`config.mk`:
```
export PLATFORM = sky130hd
export DESIGN_NAME = fetch_queue_unit_flat
export DESIGN_NICKNAME = d
export VERILOG_FILES = /design/src/rtl/fetch_queue_unit_if.sv /design/src/rtl/fetch_queue_unit.sv /design/src/flat_wrapper.sv
export SDC_FILE = /design/constraint.sdc
export NUM_CORES = 2
export LEC_CHECK = 0
export ABC_AREA = 1
export BUFFER_PORTS_ARGS = -buffer_cell sky130_fd_sc_hd__buf_2
export CORE_ASPECT_RATIO = 1.25
export CORE_MARGIN = 2
export CORE_UTILIZATION = 67
export DETAILED_ROUTE_END_ITERATION = 6
export PLACE_DENSITY = 0.85
export SETUP_SLACK_MARGIN = 0.1
export SLEW_MARGIN = 15
export SYNTH_ARGS = -nofsm -noshare
export SYNTH_HDL_FRONTEND = slang
export SYNTH_SLANG_ARGS = --single-unit
```
`constraint.sdc`:
```
create_clock -name clk_in -period 8.9 [get_ports clk_in]
set_input_delay 0.445 -clock clk_in [delete_from_list [all_inputs] [get_ports clk_in]]
set_output_delay 0.445 -clock clk_in [all_outputs]
set_load 0.01 [all_outputs]
```
`src/rtl/fetch_queue_unit_if.sv`:
```
// rtl/fetch_queue_unit_if.sv - memory, predictor and dequeue signals of the fetch queue unit
interface fetch_queue_unit_if #(
    parameter int unsigned DEPTH_LOG2 = 4
);
    logic [31:0]         pred_pc_req_out;
    logic                pred_taken_in;
    logic                mem_req_out;
    logic [31:0]         mem_addr_out;
    logic                mem_valid_in;
    logic [7:0]          mem_din_in;
    logic                deq_ready_in;
    logic                deq_valid_out;
    logic [31:0]         deq_instr_out;
    logic [31:0]         deq_pc_out;
    logic [31:0]         deq_pred_pc_out;
    logic [DEPTH_LOG2:0] count_out;

    modport master (
        output pred_pc_req_out, mem_req_out, mem_addr_out, deq_valid_out,
               deq_instr_out, deq_pc_out, deq_pred_pc_out, count_out,
        input  pred_taken_in, mem_valid_in, mem_din_in, deq_ready_in
    );

    modport slave (
        input  pred_pc_req_out, mem_req_out, mem_addr_out, deq_valid_out,
               deq_instr_out, deq_pc_out, deq_pred_pc_out, count_out,
        output pred_taken_in, mem_valid_in, mem_din_in, deq_ready_in
    );
endinterface

```
`src/rtl/fetch_queue_unit.sv`:
```
// rtl/fetch_queue_unit.sv - byte-serial instruction fetch, next-PC prediction and decode FIFO
// Optional performance counters are built when FETCH_PERF_EN is defined.
module fetch_queue_unit #(
    parameter int unsigned DEPTH_LOG2   = 4,
    parameter int unsigned AFULL_MARGIN = 1,
    parameter logic [31:0] RESET_PC     = 32'h0
) (
    input  logic                clk_in,
    input  logic                rst_n_in,
    input  logic                rdy_in,
    input  logic                redirect_in,
    input  logic [31:0]         redirect_pc_in,
    fetch_queue_unit_if.master  fq
`ifdef FETCH_PERF_EN
    ,
    output logic [31:0]         perf_fetched_out,
    output logic [31:0]         perf_flush_out,
    output logic [31:0]         perf_stall_out
`endif
);
    localparam int unsigned       DEPTH  = 1 << DEPTH_LOG2;
    localparam int unsigned       CW     = DEPTH_LOG2 + 1;
    localparam logic [CW-1:0]     THRESH = CW'(DEPTH - AFULL_MARGIN);
    localparam logic [6:0]        OP_JAL = 7'b1101111;
    localparam logic [6:0]        OP_BR  = 7'b1100011;

    typedef enum logic [1:0] {S_IDLE, S_REQ, S_WAIT} state_t;

    state_t                state_q, state_d;
    logic [31:0]           fetch_pc_q;
    logic [1:0]            byte_cnt_q;
    logic [1:0]            rcv_cnt_q;
    logic [23:0]           instr_buf_q;
    logic                  discard_q;
    logic [DEPTH_LOG2-1:0] wr_ptr_q, rd_ptr_q;
    logic [CW-1:0]         count_q;
    logic [95:0]           fifo_mem [DEPTH];

    logic        can_start, mem_req, byte_take, push, pop, deq_valid;
    logic [31:0] instr_full, j_off, b_off, pred_pc;
    logic [95:0] head;

    assign can_start  = count_q < THRESH;
    assign mem_req    = rdy_in && (state_q == S_REQ);
    assign byte_take  = rdy_in && !redirect_in && fq.mem_valid_in && !discard_q;
    assign push       = byte_take && (rcv_cnt_q == 2'd3);
    assign deq_valid  = count_q != '0;
    assign pop        = rdy_in && !redirect_in && fq.deq_ready_in && deq_valid;

    // The last byte is used straight from the bus so the push needs no extra cycle.
    assign instr_full = {fq.mem_din_in, instr_buf_q};
    assign j_off = {{11{instr_full[31]}}, instr_full[31], instr_full[19:12],
                    instr_full[20], instr_full[30:21], 1'b0};
    assign b_off = {{19{instr_full[31]}}, instr_full[31], instr_full[7],
                    instr_full[30:25], instr_full[11:8], 1'b0};

    always_comb begin
        pred_pc = fetch_pc_q + 32'd4;
        if (instr_full[6:0] == OP_JAL)
            pred_pc = fetch_pc_q + j_off;
        else if (instr_full[6:0] == OP_BR && fq.pred_taken_in)
            pred_pc = fetch_pc_q + b_off;
    end

    always_comb begin
        state_d = state_q;
        if (rdy_in) begin
            if (redirect_in) begin
                state_d = S_IDLE;
            end else begin
                case (state_q)
                    S_IDLE:  if (can_start) state_d = S_REQ;
                    S_REQ:   if (byte_cnt_q == 2'd3) state_d = S_WAIT;
                    S_WAIT:  if (push) state_d = S_IDLE;
                    default: state_d = S_IDLE;
                endcase
            end
        end
    end

    always_ff @(posedge clk_in or negedge rst_n_in) begin
        if (!rst_n_in) begin
            state_q     <= S_IDLE;
            fetch_pc_q  <= RESET_PC;
            byte_cnt_q  <= 2'd0;
            rcv_cnt_q   <= 2'd0;
            instr_buf_q <= 24'd0;
            discard_q   <= 1'b0;
            wr_ptr_q    <= '0;
            rd_ptr_q    <= '0;
            count_q     <= '0;
        end else if (rdy_in) begin
            state_q <= state_d;
            if (redirect_in) begin
                fetch_pc_q <= redirect_pc_in;
                byte_cnt_q <= 2'd0;
                rcv_cnt_q  <= 2'd0;
                discard_q  <= mem_req;
                wr_ptr_q   <= '0;
                rd_ptr_q   <= '0;
                count_q    <= '0;
            end else begin
                if (mem_req) byte_cnt_q <= byte_cnt_q + 2'd1;
                if (fq.mem_valid_in && discard_q) discard_q <= 1'b0;
                if (byte_take) begin
                    rcv_cnt_q <= rcv_cnt_q + 2'd1;
                    case (rcv_cnt_q)
                        2'd0:    instr_buf_q[7:0]   <= fq.mem_din_in;
                        2'd1:    instr_buf_q[15:8]  <= fq.mem_din_in;
                        2'd2:    instr_buf_q[23:16] <= fq.mem_din_in;
                        default: fetch_pc_q         <= pred_pc;
                    endcase
                end
                if (push) wr_ptr_q <= wr_ptr_q + 1'b1;
                if (pop)  rd_ptr_q <= rd_ptr_q + 1'b1;
                count_q <= count_q + CW'(push) - CW'(pop);
            end
        end
    end

    // Entry storage needs no reset: only slots below count are ever observed.
    always_ff @(posedge clk_in) begin
        if (push) fifo_mem[wr_ptr_q] <= {instr_full, fetch_pc_q, pred_pc};
    end

    assign head               = fifo_mem[rd_ptr_q];
    assign fq.deq_valid_out   = deq_valid;
    assign fq.deq_instr_out   = deq_valid ? head[95:64] : 32'd0;
    assign fq.deq_pc_out      = deq_valid ? head[63:32] : 32'd0;
    assign fq.deq_pred_pc_out = deq_valid ? head[31:0]  : 32'd0;
    assign fq.count_out       = count_q;
    assign fq.mem_req_out     = mem_req;
    assign fq.mem_addr_out    = fetch_pc_q + {30'd0, byte_cnt_q};
    assign fq.pred_pc_req_out = fetch_pc_q;

`ifdef FETCH_PERF_EN
    logic stall_cycle;
    assign stall_cycle = rdy_in && !redirect_in && (state_q == S_IDLE) && !can_start;

    always_ff @(posedge clk_in or negedge rst_n_in) begin
        if (!rst_n_in) begin
            perf_fetched_out <= 32'd0;
            perf_flush_out   <= 32'd0;
            perf_stall_out   <= 32'd0;
        end else if (rdy_in) begin
            if (push && perf_fetched_out != '1) perf_fetched_out <= perf_fetched_out + 32'd1;
            if (redirect_in && perf_flush_out != '1) perf_flush_out <= perf_flush_out + 32'd1;
            if (stall_cycle && perf_stall_out != '1) perf_stall_out <= perf_stall_out + 32'd1;
        end
    end
`endif
endmodule
```
`src/flat_wrapper.sv`:
```
// flat-port wrapper written by rule: the top's interface ports become plain ports
module fetch_queue_unit_flat 
#(
    parameter int unsigned DEPTH_LOG2   = 4,
    parameter int unsigned AFULL_MARGIN = 1,
    parameter logic [31:0] RESET_PC     = 32'h0
)
  (clk_in, rst_n_in, rdy_in, redirect_in, redirect_pc_in, fq_pred_pc_req_out, fq_mem_req_out, fq_mem_addr_out, fq_deq_valid_out, fq_deq_instr_out, fq_deq_pc_out, fq_deq_pred_pc_out, fq_count_out, fq_pred_taken_in, fq_mem_valid_in, fq_mem_din_in, fq_deq_ready_in);
  fetch_queue_unit_if #(.DEPTH_LOG2(DEPTH_LOG2)) fq_i ();
  input  logic clk_in;
  input  logic rst_n_in;
  input  logic rdy_in;
  input  logic redirect_in;
  input  logic [31:0] redirect_pc_in;
  output wire logic [$bits(fq_i.pred_pc_req_out)-1:0] fq_pred_pc_req_out;
  output wire logic [$bits(fq_i.mem_req_out)-1:0] fq_mem_req_out;
  output wire logic [$bits(fq_i.mem_addr_out)-1:0] fq_mem_addr_out;
  output wire logic [$bits(fq_i.deq_valid_out)-1:0] fq_deq_valid_out;
  output wire logic [$bits(fq_i.deq_instr_out)-1:0] fq_deq_instr_out;
  output wire logic [$bits(fq_i.deq_pc_out)-1:0] fq_deq_pc_out;
  output wire logic [$bits(fq_i.deq_pred_pc_out)-1:0] fq_deq_pred_pc_out;
  output wire logic [$bits(fq_i.count_out)-1:0] fq_count_out;
  input wire logic [$bits(fq_i.pred_taken_in)-1:0] fq_pred_taken_in;
  input wire logic [$bits(fq_i.mem_valid_in)-1:0] fq_mem_valid_in;
  input wire logic [$bits(fq_i.mem_din_in)-1:0] fq_mem_din_in;
  input wire logic [$bits(fq_i.deq_ready_in)-1:0] fq_deq_ready_in;
  assign fq_pred_pc_req_out = fq_i.pred_pc_req_out;
  assign fq_mem_req_out = fq_i.mem_req_out;
  assign fq_mem_addr_out = fq_i.mem_addr_out;
  assign fq_deq_valid_out = fq_i.deq_valid_out;
  assign fq_deq_instr_out = fq_i.deq_instr_out;
  assign fq_deq_pc_out = fq_i.deq_pc_out;
  assign fq_deq_pred_pc_out = fq_i.deq_pred_pc_out;
  assign fq_count_out = fq_i.count_out;
  assign fq_i.pred_taken_in = fq_pred_taken_in;
  assign fq_i.mem_valid_in = fq_mem_valid_in;
  assign fq_i.mem_din_in = fq_mem_din_in;
  assign fq_i.deq_ready_in = fq_deq_ready_in;
  fetch_queue_unit #(.DEPTH_LOG2(DEPTH_LOG2), .AFULL_MARGIN(AFULL_MARGIN), .RESET_PC(RESET_PC)) u_core (.clk_in(clk_in), .rst_n_in(rst_n_in), .rdy_in(rdy_in), .redirect_in(redirect_in), .redirect_pc_in(redirect_pc_in), .fq(fq_i));
endmodule
```
==> impl_metrics.py <==
metrics = {
    "global_routing": {
        "grt_max_degree": 263,
        "antenna_found_initial": 6,
        "grtUsageTotal": 0.3870,
        "grt_first_pass_wirelength_mm": 295.4,
        "grt_pass1_vias": 48470,
        "overflow": 0,
    },
    "die": {
        "start_util": 0.6752,
        "die_w_um": 288.4,
        "row_count": 130,
        "io_pins": 214,
        "core-area_um2": 100400,
        "dieArea_um2": 103700,
        "chipHeight_um": 359.6,
    },
    "yosys": {
        "synthesis.nets": 5731,
        "synth.avg_cell_area_um2": 12.07,
        "synth_seq_cells": 1596,
        "synth.distinct_cells": 50,
        "synth_edf_count": 1520,
        "syn_area_um2": 67760,
        "synth_seq_area_share": 0.7017,
        "synthCells": 5615,
        "yosysWarnings": 0,
        "ys.flop_type": "edfxtp_1",
        "synth-async-reset-ratio": 0.04762,
    },
    "cells_and_area": {
        "multi_input_area_um2": 17980,
        "layout_common_cells": "edfxtp_1, nor2_1, o21ai_0",
        "nFillCells": 5903,
        "area_growth_pct": 10.25,
        "drive_above_1_share": 0.1014,
        "layout_commonest_cell": "edfxtp_1",
        "layout.area.seq_um2": 47560,
        "nNetsFinal": 5840,
    },
    "timing": {
        "slew_headroom": 0.1425,
        "period_minus_slack_ps": 6485,
        "tns_ps": 0,
        "slew_violations": 0,
        "timing.final.ws_setup_ps": 2415,
        "hold_ws_ps": 35.28,
        "hold_viol_final": 0,
        "clock_skew_ps": 28.23,
        "period_share": 0.7287,
        "setup-violations-final": 0,
        "timing.fmax_mhz": 154.2,
        "worst_slew_pin_slew_ps": 1286,
        "grt_setup_unrepaired": "no",
    },
    "cts": {
        "htree_levels": 4,
        "postCtsResizedCells": 0,
        "tritoncts": "yes",
        "cts.clk_slew.worst_paths_ps": 70,
        "clock_latency_ps": 780,
        "cts_buffers": 144,
        "cts_root_buf": "clkbuf_16",
        "clkSinkCount": 1596,
        "clock_path_buffers": 3,
    },
    "status": {
        "violations": "design-rule violations",
        "status": "finished with violations",
    },
    "pwr": {
        "power_switching_mw": 7.365,
        "p_int_mw": 13.74,
        "swShare": 0.3490,
        "p_seq_frac": 0.437,
        "power_frac_comb": 0.270,
        "vdd_drop_max_v": 0.0002843,
        "power_density_nw_per_um2": 282.5,
        "pwr-share-clk": 0.293,
        "static-leakage-power_nw": 25.72,
    },
    "route": {
        "drc_errors": 1,
        "antenna_left": 0,
        "vias": 49600,
        "routedWlPerCell_um": 28.17,
        "firstDrtPassIters": 7,
        "vias_per_cell": 6.922,
        "wl_mm": 201.8,
        "drtIter0Drc": 8747,
    },
    "job": {
        "maxCapViolCount": 0,
    },
    "placed_design": {
        "pre_cts_ws_ps": 3670,
        "hpwlAfterDp_mm": 107.1,
        "gp_congestion": 1.059,
        "port_buffers": 213,
    },
    "critical_path": {
        "path_max_fanout": 93,
        "critical_path_class": "reg2out",
        "endpoint_kind": "output port",
        "start_kind": "register",
        "crit_required_ps": 8460,
        "cp.arrival_ps": 6040,
    },
    "min_path": {
        "hold_class": "in2reg",
    },
}
-- critical path, cell delays in order, from the launching register on --
cell and delay (ps):
dfrtp_4 920, buf_4 880, buf_4 830, buf_4 780
o21ai_0 260, o221ai_1 260, nand3_1 140, a21oi_1 740
buf_2 270
-- per-layer routing --
layer	vias to the layer above	share of wire	wire length [µm]	global-route usage
met2	4288	0.46	93830	0.5951
met1	23690	0.34	69440	0.5240
met3	712	0.14	27420	0.07959
li1	20900	-	-	-
met5	-	0.00019	38	0
met4	6	0.055	11110	0.2095
-- flip-flops by register name, summed over array words and instances, names as in the netlist, 2 cells and up --
register,count
u_core.rd_ptr_q,4
u_core.wr_ptr_q,4
u_core.fifo_mem,1520
u_core.fq.pred_pc_req_out,32
u_core.state_q,2
u_core.byte_cnt_q,2
u_core.fq.count_out,5
u_core.instr_buf_q,24
u_core.rcv_cnt_q,2
-- final timing paths --
kind / start / to / slack [ps] / cells after the start
min reg2reg: u_core.state_q[0] / u_core.state_q[0] / 500 / 2
max reg2reg: u_core.fq.pred_pc_req_out[2] / u_core.fifo_mem[7][11] / 4430 / 12
min: redirect_pc_in[20] / u_core.fq.pred_pc_req_out[20] / 40 / 5
max: u_core.rd_ptr_q[1] / fq_deq_pc_out[18] / 2410 / 8
max in group asynchronous: rst_n_in / u_core.rd_ptr_q[0] / 7640 / 2
min in group asynchronous: rst_n_in / u_core.byte_cnt_q[0] / 440 / 2
-- kinds of logic (layout without fill, tap and decap cells) --
| family | count (synthesis) | after routing | synth area share |
|---|---|---|---|
| AO/OA/AOI/OAI | 1541 | 1541 | 0.1357 |
| XOR/XNOR | 64 | 64 | 0.008272 |
| adder cells (fa/ha/maj) | 69 | 69 | 0.01318 |
| buffers and inverters | 582 | 808 | 0.03497 |
| flip-flops | 1596 | 1596 | 0.7017 |
| multiplexers | 2 | 2 | 0.0002954 |
| other | 0 | 4 | 0 |
| AND/OR/NAND/NOR | 1761 | 1761 | 0.1059 |
-- synthesized netlist by cell type, types with 4 or more instances --
master    count  area (µm²)
buf_1        10       37.54
ha_1         65       813.3
nor2_2        7       43.79
o21ai_0     744        3724
nand2_1     535        2008
inv_2        14       52.55
o221ai_1    276        2417
nor3_1       15       75.07
o211ai_1    108       810.8
xnor2_1      14       122.6
nand3_1     208        1041
nand4_1      16       100.1
fa_1          4       80.08
nor2_4        4       45.04
o22ai_1     110       688.2
buf_2        46       230.2
clkbuf_1    273        1025
inv_1       202       758.2
o21bai_1      4       30.03
buf_4        31       232.7
xor2_1       50       437.9
edfxtp_1   1520       45640
nand2_2       6       37.54
dfrtp_1      76        1902
a21oi_1     180       900.9
o21ai_1     108       540.5
nor3_2        8       80.08
nor2_1      944        3543
-- timing repair --
action | CTS | global route
setup endpoints to repair | 0 | 0
setup buffers | 0 | 0
hold buffers | 14 | 0
endpoints found under the hold margin | 90 | 0
-- metrics by stage --
step / util / power, mW / std cells / area [µm²]
2_1_floorplan: - / 12.77 / 5615 / 67760
3_3_place_gp: 0.6965 / 14.58 / 6884 / 69900
3_5_place_dp: 0.6965 / 14.79 / 6884 / 69900
4_1_cts: 0.7443 / 20.90 / 7161 / 74700
5_1_grt: 0.7443 / 21.76 / 7162 / 74700
6_report: 0.7444 / 21.11 / 7165 / 74710
-- power by group through the flow --
stage / Sequential [mW] / Clock (mW) / Combinational [mW]
4_1_cts: 9.19 / 6.17 / 5.53
3_5_place_dp: 9.36 / 0 / 5.44
3_3_place_gp: 9.34 / 0 / 5.24
6_report: 9.22 / 6.18 / 5.70
2_1_floorplan: 9.20 / 0 / 3.57
5_1_grt: 9.23 / 6.44 / 6.10
-- area by class of cell --
class | count | area share
Timing Repair Buffer | 325 | 0.02670
Clock buffer | 182 | 0.05239
Tap cell | 1320 | 0.02211
Sequential cell | 1596 | 0.6366
Antenna cell | 4 | 0.0001340
Multi-Input combinational cell | 3437 | 0.2407
Inverter | 220 | 0.01142
Clock inverter | 81 | 0.009948
Power figures use the tool's default switching activity.
